==> config.mk <==
export PLATFORM = sky130hd
export DESIGN_NAME = instr_prefetch_buffer
export DESIGN_NICKNAME = d
export VERILOG_FILES = /design/src/rtl/instr_prefetch_buffer.sv
export SDC_FILE = /design/constraint.sdc
export NUM_CORES = 1
export LEC_CHECK = 0
export ABC_AREA = 0
export CAP_MARGIN = 40
export CORE_UTILIZATION = 35
export DETAILED_ROUTE_END_ITERATION = 10
export GPL_TIMING_DRIVEN = 0
export PLACE_DENSITY = 0.56
export SKIP_LAST_GASP = 1
export SLEW_MARGIN = 20
export SYNTH_ARGS = -nofsm -noshare
export SYNTH_HDL_FRONTEND = slang
export SYNTH_SLANG_ARGS = --single-unit
export TNS_END_PERCENT = 30
==> constraint.sdc <==
create_clock -name clk_i -period 12 [get_ports clk_i]
set_input_delay 2.4 -clock clk_i [delete_from_list [all_inputs] [get_ports clk_i]]
set_output_delay 2.4 -clock clk_i [all_outputs]
set_load 0.005 [all_outputs]
==> src/rtl/instr_prefetch_buffer.sv <==
// Instruction prefetch buffer: issues sequential fetches to instruction memory, keeps returned
// words with their PC in a small FIFO and hands them to decode over valid/ready.
// Branch redirects flush the FIFO and drop responses that are still in flight.
// Optional feature macro PREFETCH_BYPASS_EN: a response arriving while the FIFO is empty is
// presented to decode combinationally in the same cycle.

module instr_prefetch_buffer #(
   parameter int unsigned DEPTH           = 4,
   parameter int unsigned MAX_OUTSTANDING = 2,
   parameter logic [31:0] BOOT_ADDR       = 32'h3000_0000
) (
   input  logic        clk_i,
   input  logic        reset_i,
   input  logic        fetch_en_i,
   input  logic        branch_i,
   input  logic [31:0] branch_addr_i,
   output logic        instr_req_o,
   output logic [31:0] instr_addr_o,
   input  logic        instr_gnt_i,
   input  logic        instr_rvalid_i,
   input  logic [31:0] instr_rdata_i,
   output logic        fetch_valid_o,
   input  logic        fetch_ready_i,
   output logic [31:0] fetch_rdata_o,
   output logic [31:0] fetch_addr_o
);

   localparam int unsigned   AW      = $clog2(DEPTH);
   localparam int unsigned   TW      = (MAX_OUTSTANDING > 1) ? $clog2(MAX_OUTSTANDING) : 1;
   localparam logic [AW+1:0] DepthW  = (AW+2)'(DEPTH);
   localparam logic [AW:0]   MaxOutW = (AW+1)'(MAX_OUTSTANDING);
   localparam logic [AW:0]   CntOne  = (AW+1)'(1);
   localparam logic [TW-1:0] TagLast = TW'(MAX_OUTSTANDING - 1);
   localparam logic [TW-1:0] TagOne  = TW'(1);
   localparam logic [31:0]   BootPc  = {BOOT_ADDR[31:2], 2'b00};

   localparam logic [1:0] StIdle    = 2'd0;
   localparam logic [1:0] StReq     = 2'd1;
   localparam logic [1:0] StWaitGnt = 2'd2;

   logic [1:0]    state_q, state_d;
   logic [31:0]   pc_q, pc_d;
   logic          redir_q, redir_d;
   logic [31:0]   redir_addr_q, redir_addr_d;
   logic [AW:0]   outst_q, outst_d;
   logic [AW:0]   discard_q, discard_d;
   logic [AW:0]   wr_ptr_q, wr_ptr_d, rd_ptr_q, rd_ptr_d;
   logic [TW-1:0] tag_wr_q, tag_wr_d, tag_rd_q, tag_rd_d;

   logic [31:0] data_mem [DEPTH];
   logic [31:0] addr_mem [DEPTH];
   logic [31:0] tag_mem  [MAX_OUTSTANDING];

   logic [31:0]   branch_pc;
   logic          unused_branch_lsb;
   logic          gnt_w, rsp_drop, rsp_keep, push, pop, slot_free_n;
   logic          fifo_empty, fifo_full;
   logic [AW:0]   fifo_count, count_d;
   logic [AW-1:0] rd_idx;
   logic [31:0]   rsp_pc;

   assign branch_pc         = {branch_addr_i[31:2], 2'b00};
   assign unused_branch_lsb = ^branch_addr_i[1:0];

   assign instr_req_o  = (state_q != StIdle);
   assign instr_addr_o = pc_q;
   assign gnt_w        = instr_req_o & instr_gnt_i;

   assign fifo_count = wr_ptr_q - rd_ptr_q;
   assign fifo_empty = (wr_ptr_q == rd_ptr_q);
   assign fifo_full  = ({1'b0, fifo_count} == DepthW);
   assign rd_idx     = rd_ptr_q[AW-1:0];

   // Responses consume their PC tag whether kept or dropped, so the tag queue stays aligned.
   assign rsp_drop = instr_rvalid_i & (discard_q != '0);
   assign rsp_keep = instr_rvalid_i & (discard_q == '0) & ~branch_i;
   assign rsp_pc   = tag_mem[tag_rd_q];

   // Decode-side view of the FIFO head (or of the live response when bypassing).
   always_comb begin
      fetch_valid_o = ~fifo_empty;
      fetch_rdata_o = fifo_empty ? '0 : data_mem[rd_idx];
      fetch_addr_o  = fifo_empty ? '0 : addr_mem[rd_idx];
      push          = rsp_keep;
`ifdef PREFETCH_BYPASS_EN
      if (fifo_empty && rsp_keep) begin
         fetch_valid_o = 1'b1;
         fetch_rdata_o = instr_rdata_i;
         fetch_addr_o  = rsp_pc;
         push          = ~fetch_ready_i;
      end
`endif
      pop = ~fifo_empty & fetch_ready_i;
   end

   // Next-state for PC, redirect, counters, pointers and FSM.
   always_comb begin
      pc_d         = pc_q;
      redir_d      = redir_q;
      redir_addr_d = redir_addr_q;
      tag_wr_d     = tag_wr_q;
      tag_rd_d     = tag_rd_q;
      outst_d      = outst_q;
      discard_d    = discard_q;
      wr_ptr_d     = wr_ptr_q + (push ? CntOne : '0);
      rd_ptr_d     = rd_ptr_q + (pop ? CntOne : '0);
      state_d      = state_q;

      if (gnt_w) begin
         // A redirect that arrived while this request was held takes effect once it is granted.
         pc_d     = redir_q ? redir_addr_q : pc_q + 32'd4;
         redir_d  = 1'b0;
         tag_wr_d = (tag_wr_q == TagLast) ? '0 : tag_wr_q + TagOne;
      end
      if (instr_rvalid_i) begin
         tag_rd_d = (tag_rd_q == TagLast) ? '0 : tag_rd_q + TagOne;
      end

      unique case ({gnt_w, instr_rvalid_i})
         2'b10:   outst_d = outst_q + CntOne;
         2'b01:   outst_d = outst_q - CntOne;
         default: outst_d = outst_q;
      endcase

      if (branch_i) begin
         // Everything still in flight after this cycle belongs to the old stream.
         discard_d = outst_d;
         wr_ptr_d  = wr_ptr_q;
         rd_ptr_d  = wr_ptr_q;
         if (instr_req_o && !instr_gnt_i) begin
            redir_d      = 1'b1;
            redir_addr_d = branch_pc;
         end else begin
            pc_d    = branch_pc;
            redir_d = 1'b0;
         end
      end else begin
         if (rsp_drop) discard_d = discard_d - CntOne;
         if (gnt_w && redir_q) discard_d = discard_d + CntOne;
      end

      count_d     = wr_ptr_d - rd_ptr_d;
      slot_free_n = (({1'b0, count_d} + {1'b0, outst_d}) < DepthW) && (outst_d < MaxOutW);

      case (state_q)
         StIdle: begin
            if (fetch_en_i && slot_free_n) state_d = StReq;
         end
         StReq, StWaitGnt: begin
            if (instr_gnt_i) state_d = (fetch_en_i && slot_free_n) ? StReq : StIdle;
            else             state_d = StWaitGnt;
         end
         default: state_d = StIdle;
      endcase
   end

   // Control state with asynchronous active-low reset.
   always_ff @(posedge clk_i or negedge reset_i) begin
      if (!reset_i) begin
         state_q      <= StIdle;
         pc_q         <= BootPc;
         redir_q      <= 1'b0;
         redir_addr_q <= '0;
         outst_q      <= '0;
         discard_q    <= '0;
         wr_ptr_q     <= '0;
         rd_ptr_q     <= '0;
         tag_wr_q     <= '0;
         tag_rd_q     <= '0;
      end else begin
         state_q      <= state_d;
         pc_q         <= pc_d;
         redir_q      <= redir_d;
         redir_addr_q <= redir_addr_d;
         outst_q      <= outst_d;
         discard_q    <= discard_d;
         wr_ptr_q     <= wr_ptr_d;
         rd_ptr_q     <= rd_ptr_d;
         tag_wr_q     <= tag_wr_d;
         tag_rd_q     <= tag_rd_d;
      end
   end

   // Storage arrays need no reset: pointers define what is valid.
   always_ff @(posedge clk_i) begin
      if (gnt_w) tag_mem[tag_wr_q] <= pc_q;
      if (push) begin
         data_mem[wr_ptr_q[AW-1:0]] <= instr_rdata_i;
         addr_mem[wr_ptr_q[AW-1:0]] <= rsp_pc;
      end
   end

   overflow_chk : assert property (@(posedge clk_i) disable iff (!reset_i)
      !(push && fifo_full && !pop))
      else $error("prefetch FIFO overflow");

endmodule
==> run_results.csv <==
group,metric,value,unit
timing,setup_violations,0,
yosys,synth.ff_latch_count,399,
yosys,synth_async_sr_flop_share,19.8,%
grt,wire_length_of_the_first_global_routing_pass,58.3,mm
floorplan,start_util,35.5,%
yosys,yosysMostFrequentCell,"sky130_fd_sc_hd__edfxtp_1",
setup_path,regToRegSetupSlack,7630,ps
timing,finalClockSkew,21.8,ps
routing,detail_route.drc_violations,0,
setup_path,critical_path_buf_inv_count,4,
timing,worstMarginPinSlew,829,ps
timing,rsz0062_at_grt,"no",
floorplan,die_area,0.0481,mm²
routing,detailedRoute.firstIterationViolations,725,
setup_path,kind_of_capture_point_of_the_worst_setup_path,"output pin",
yosys,yosys_most_used_dff,"sky130_fd_sc_hd__edfxtp_1",
routing,highest-signal-layer,"met4",
yosys,synth-edff-count,320,
placed_design,dp_hpwl,26.1,mm
yosys,synthesis_warning_total,0,
routing,met3_length,2.30,mm
final_layout,utilization,44.4,%
power_and_ir_drop,p_total,0.00504,W
routing,detail_route.vias_per_cell,5.06,
setup_path,crit_arrival,3670,ps
clocking,tritoncts,"built",
floorplan,ioPinCount,169,
final_layout,layout_cell_share_with_drive_strength_beyond_1,19.1,%
power_and_ir_drop,cellPowerDensity,244,mW/mm²
setup_path,worstSetupPathDepth,7,
yosys,synthDominantCellAreaShare,58.1,%
yosys,postSynthCellCount,992,
final_layout,flow.area_growth_from_synthesis,25.0,%
grt,number_of_antenna_violations_at_the_first_check_in_global_routing,0,
clocking,htree_num_levels,2,
job,timing.max_cap.violations,0,
setup_path,timing.critical_path.fanout_max,10,
yosys,synthDistinctLibCells,67,
floorplan,die_x,219,µm
clocking,worst_setup_hold_path_clk_slew,60,ps
clocking,cts_root_buffer,"sky130_fd_sc_hd__clkbuf_16",
setup_path,worst-setup-path-type,"reg -> out",
clocking,clk_latency,570,ps
yosys,syn_area,0.0165,mm²
setup_path,critPathLaunch,"wr_ptr_q[0]$_DFF_PN0_",
timing,fin_crit_sh,50.6,%
clocking,clockBufferDepth,3,
routing,detailroute.wirelength.met2,18.4,mm
yosys,synth.top_cells.by_count,"320 x sky130_fd_sc_hd__edfxtp_1, 77 x sky130_fd_sc_hd__dfrtp_1, 66 x sky130_fd_sc_hd__nor2b_1, 64 x sky130_fd_sc_hd__mux4_2, 57 x sky130_fd_sc_hd__mux2_2",
clocking,cts_resized,0,
clocking,cts_setup_buffers,0,
min_path,hp-start,"redir_addr_q[2]$_DFFE_PN0P_",
setup_path,worst_ep_required_time,9600,ps
setup_path,cp_common_cell,"sky130_fd_sc_hd__clkbuf_1",
final_layout,antennaDiodeCount,0,
timing,slew-limit-headroom,44.0,%
routing,wire_length_on_met1,17.0,mm
grt,grt_pass1_vias,9535,
routing,routed_length_per_placed_instance,20.7,µm
clocking,cts_hold_buffers,0,
timing,timing.fmax,165,MHz
power_and_ir_drop,vdd_ir_drop_max,0.000120,V
timing,min_period,6070,ps
floorplan,rows,79,
routing,drt_first_pass_iters,5,
yosys,synth_area_per_cell,16.7,µm²
grt,grt_max_degree,49,
placed_design,io_buffer_count,166,
setup_path,endpoint,"fetch_addr_o[1]",
setup_path,crit-reg2reg-capture,"state_q[1]$_DFFE_PN0P_",
setup_path,setup.worst_path.start_class,"flip-flop",
setup_path,crit_path_top_delay_cell,"sky130_fd_sc_hd__clkbuf_1",
min_path,worst_hold_path_type,"reg -> reg",
grt,groute.usage.overall,16.3,%
placed_design,gp_routability_congestion,0.873,
routing,post_detailed_routing_wire_length,38.6,mm
setup_path,cp_top_family,"buffers and inverters",
yosys,total_nets_after_synthesis,1079,
floorplan,floorplan.die.height,219,µm
routing,antenna_left,0,
timing,hold_viol_final,0,
floorplan,placeableCoreArea,0.0466,mm²
setup_path,reg2reg_depth,16,
clocking,tritoncts_num_sinks,399,
setup_path,cp_cell_sequence,"xor2_1 -> nor3_1 -> buf_2 -> clkbuf_1 -> clkbuf_1 -> nor2b_1 -> clkdlybuf4s50_1",
status,result_of_the_run,"finished clean",
yosys,yosysSeqAreaShare,70.1,%
grt,grt_overflow,0,
setup_path,worst_r2r_startpoint,"wr_ptr_q[0]$_DFF_PN0_",
yosys,synth_top_area_cell,"sky130_fd_sc_hd__edfxtp_1",
yosys,synth.top_cells.by_area,"sky130_fd_sc_hd__edfxtp_1 58%, sky130_fd_sc_hd__dfrtp_1 12%, sky130_fd_sc_hd__mux4_2 8.7%, sky130_fd_sc_hd__mux2_2 3.9%, sky130_fd_sc_hd__nor2b_1 2.5%",
power_and_ir_drop,cellLeakagePower,7.01,nW
final_layout,finish.net_count,1312,
clocking,cts_inserted_buffers,44,
routing,via_count,9424,
setup_path,cpPeakStageDelay,590,ps
timing,drv_slew,0,
-- worst min-delay path by stage --
stage | to | slack [ps] | depth (start not counted)
global placement | tag_wr_q$_DFFE_PN0P_ | 470 | 1
finish | redir_addr_q[2]$_DFFE_PN0P_ | 510 | 1
floorplan | tag_wr_q$_DFFE_PN0P_ | 460 | 1
global route | redir_addr_q[24]$_DFFE_PN0P_ | 520 | 1
CTS | redir_addr_q[24]$_DFFE_PN0P_ | 500 | 1
detailed placement | redir_addr_q[24]$_DFFE_PN0P_ | 490 | 1
-- power by group --
group	internal, W	total, W	switching [W]
clock	0.000727	0.00126	0.000534
combinational	0.000962	0.00185	0.000883
sequential	0.00176	0.00193	0.000175
total	0.00345	0.00504	0.00159
-- state kept, by name (all words and copies together), names as in the netlist --
signal        count
instr_addr_o     32
discard_q         3
tag_rd_q          1
redir_addr_q     30
tag_mem          64
rd_ptr_q          3
data_mem        128
tag_wr_q          1
addr_mem        128
redir_q           1
state_q           2
wr_ptr_q          3
outst_q           3
-- area by class of cell --
class,instances,area [µm²]
tap,607,759
buffer,52,216
clock buffer,52,1150
multi-input combinational,517,4660
timing repair buffer,187,2000
inverter,24,90.1
sequential,399,11600
clock inverter,26,193
fill,4183,25900
-- per-layer routing --
layer	up-vias	GRT usage, %
met5	-	0
met2	302	26.1
li1	4328	-
met3	67	3.77
met1	4727	22.0
met4	0	5.09
-- placed cells by master (no fill, tap or decap), drive strengths merged, types with 14 or more instances in the layout --
cell	instances
a21oi	30
buf	40
clkbuf	86
clkdlybuf4s50	165
clkinv	19
dfrtp	77
edfxtp	320
ha	14
inv	25
mux2	57
mux4	64
nand2	55
nand3	20
nor2	27
nor2b	66
o21ai	41
-- kinds of logic (layout without fill, tap and decap cells) --
family | after synthesis | after routing | share of synthesized area [%]
adders and majority gates | 16 | 16 | 1.30
and+or+nand+nor | 224 | 224 | 7.64
muxes | 133 | 133 | 13.3
DFF | 399 | 399 | 70.1
AOI/OAI and AO/OA | 127 | 127 | 4.85
xor gates and xnor gates | 17 | 17 | 0.901
buffers and inverters | 76 | 341 | 1.85
-- metrics by stage --
step / hold slack (ps) / setup TNS [ps] / instance area [µm²] / instances / setup WS, ps
2_1_floorplan: 460 / 0 / 16500 / 992 / 3730
3_3_place_gp: 474 / -103030 / 18900 / 1765 / -1620
3_5_place_dp: 491 / 0 / 19300 / 1785 / 5390
4_1_cts: 504 / 0 / 20700 / 1863 / 5620
5_1_grt: 518 / 0 / 20700 / 1864 / 5580
6_report: 508 / 0 / 20700 / 1864 / 5930
No activity file was read; power rests on OpenSTA's default activity.
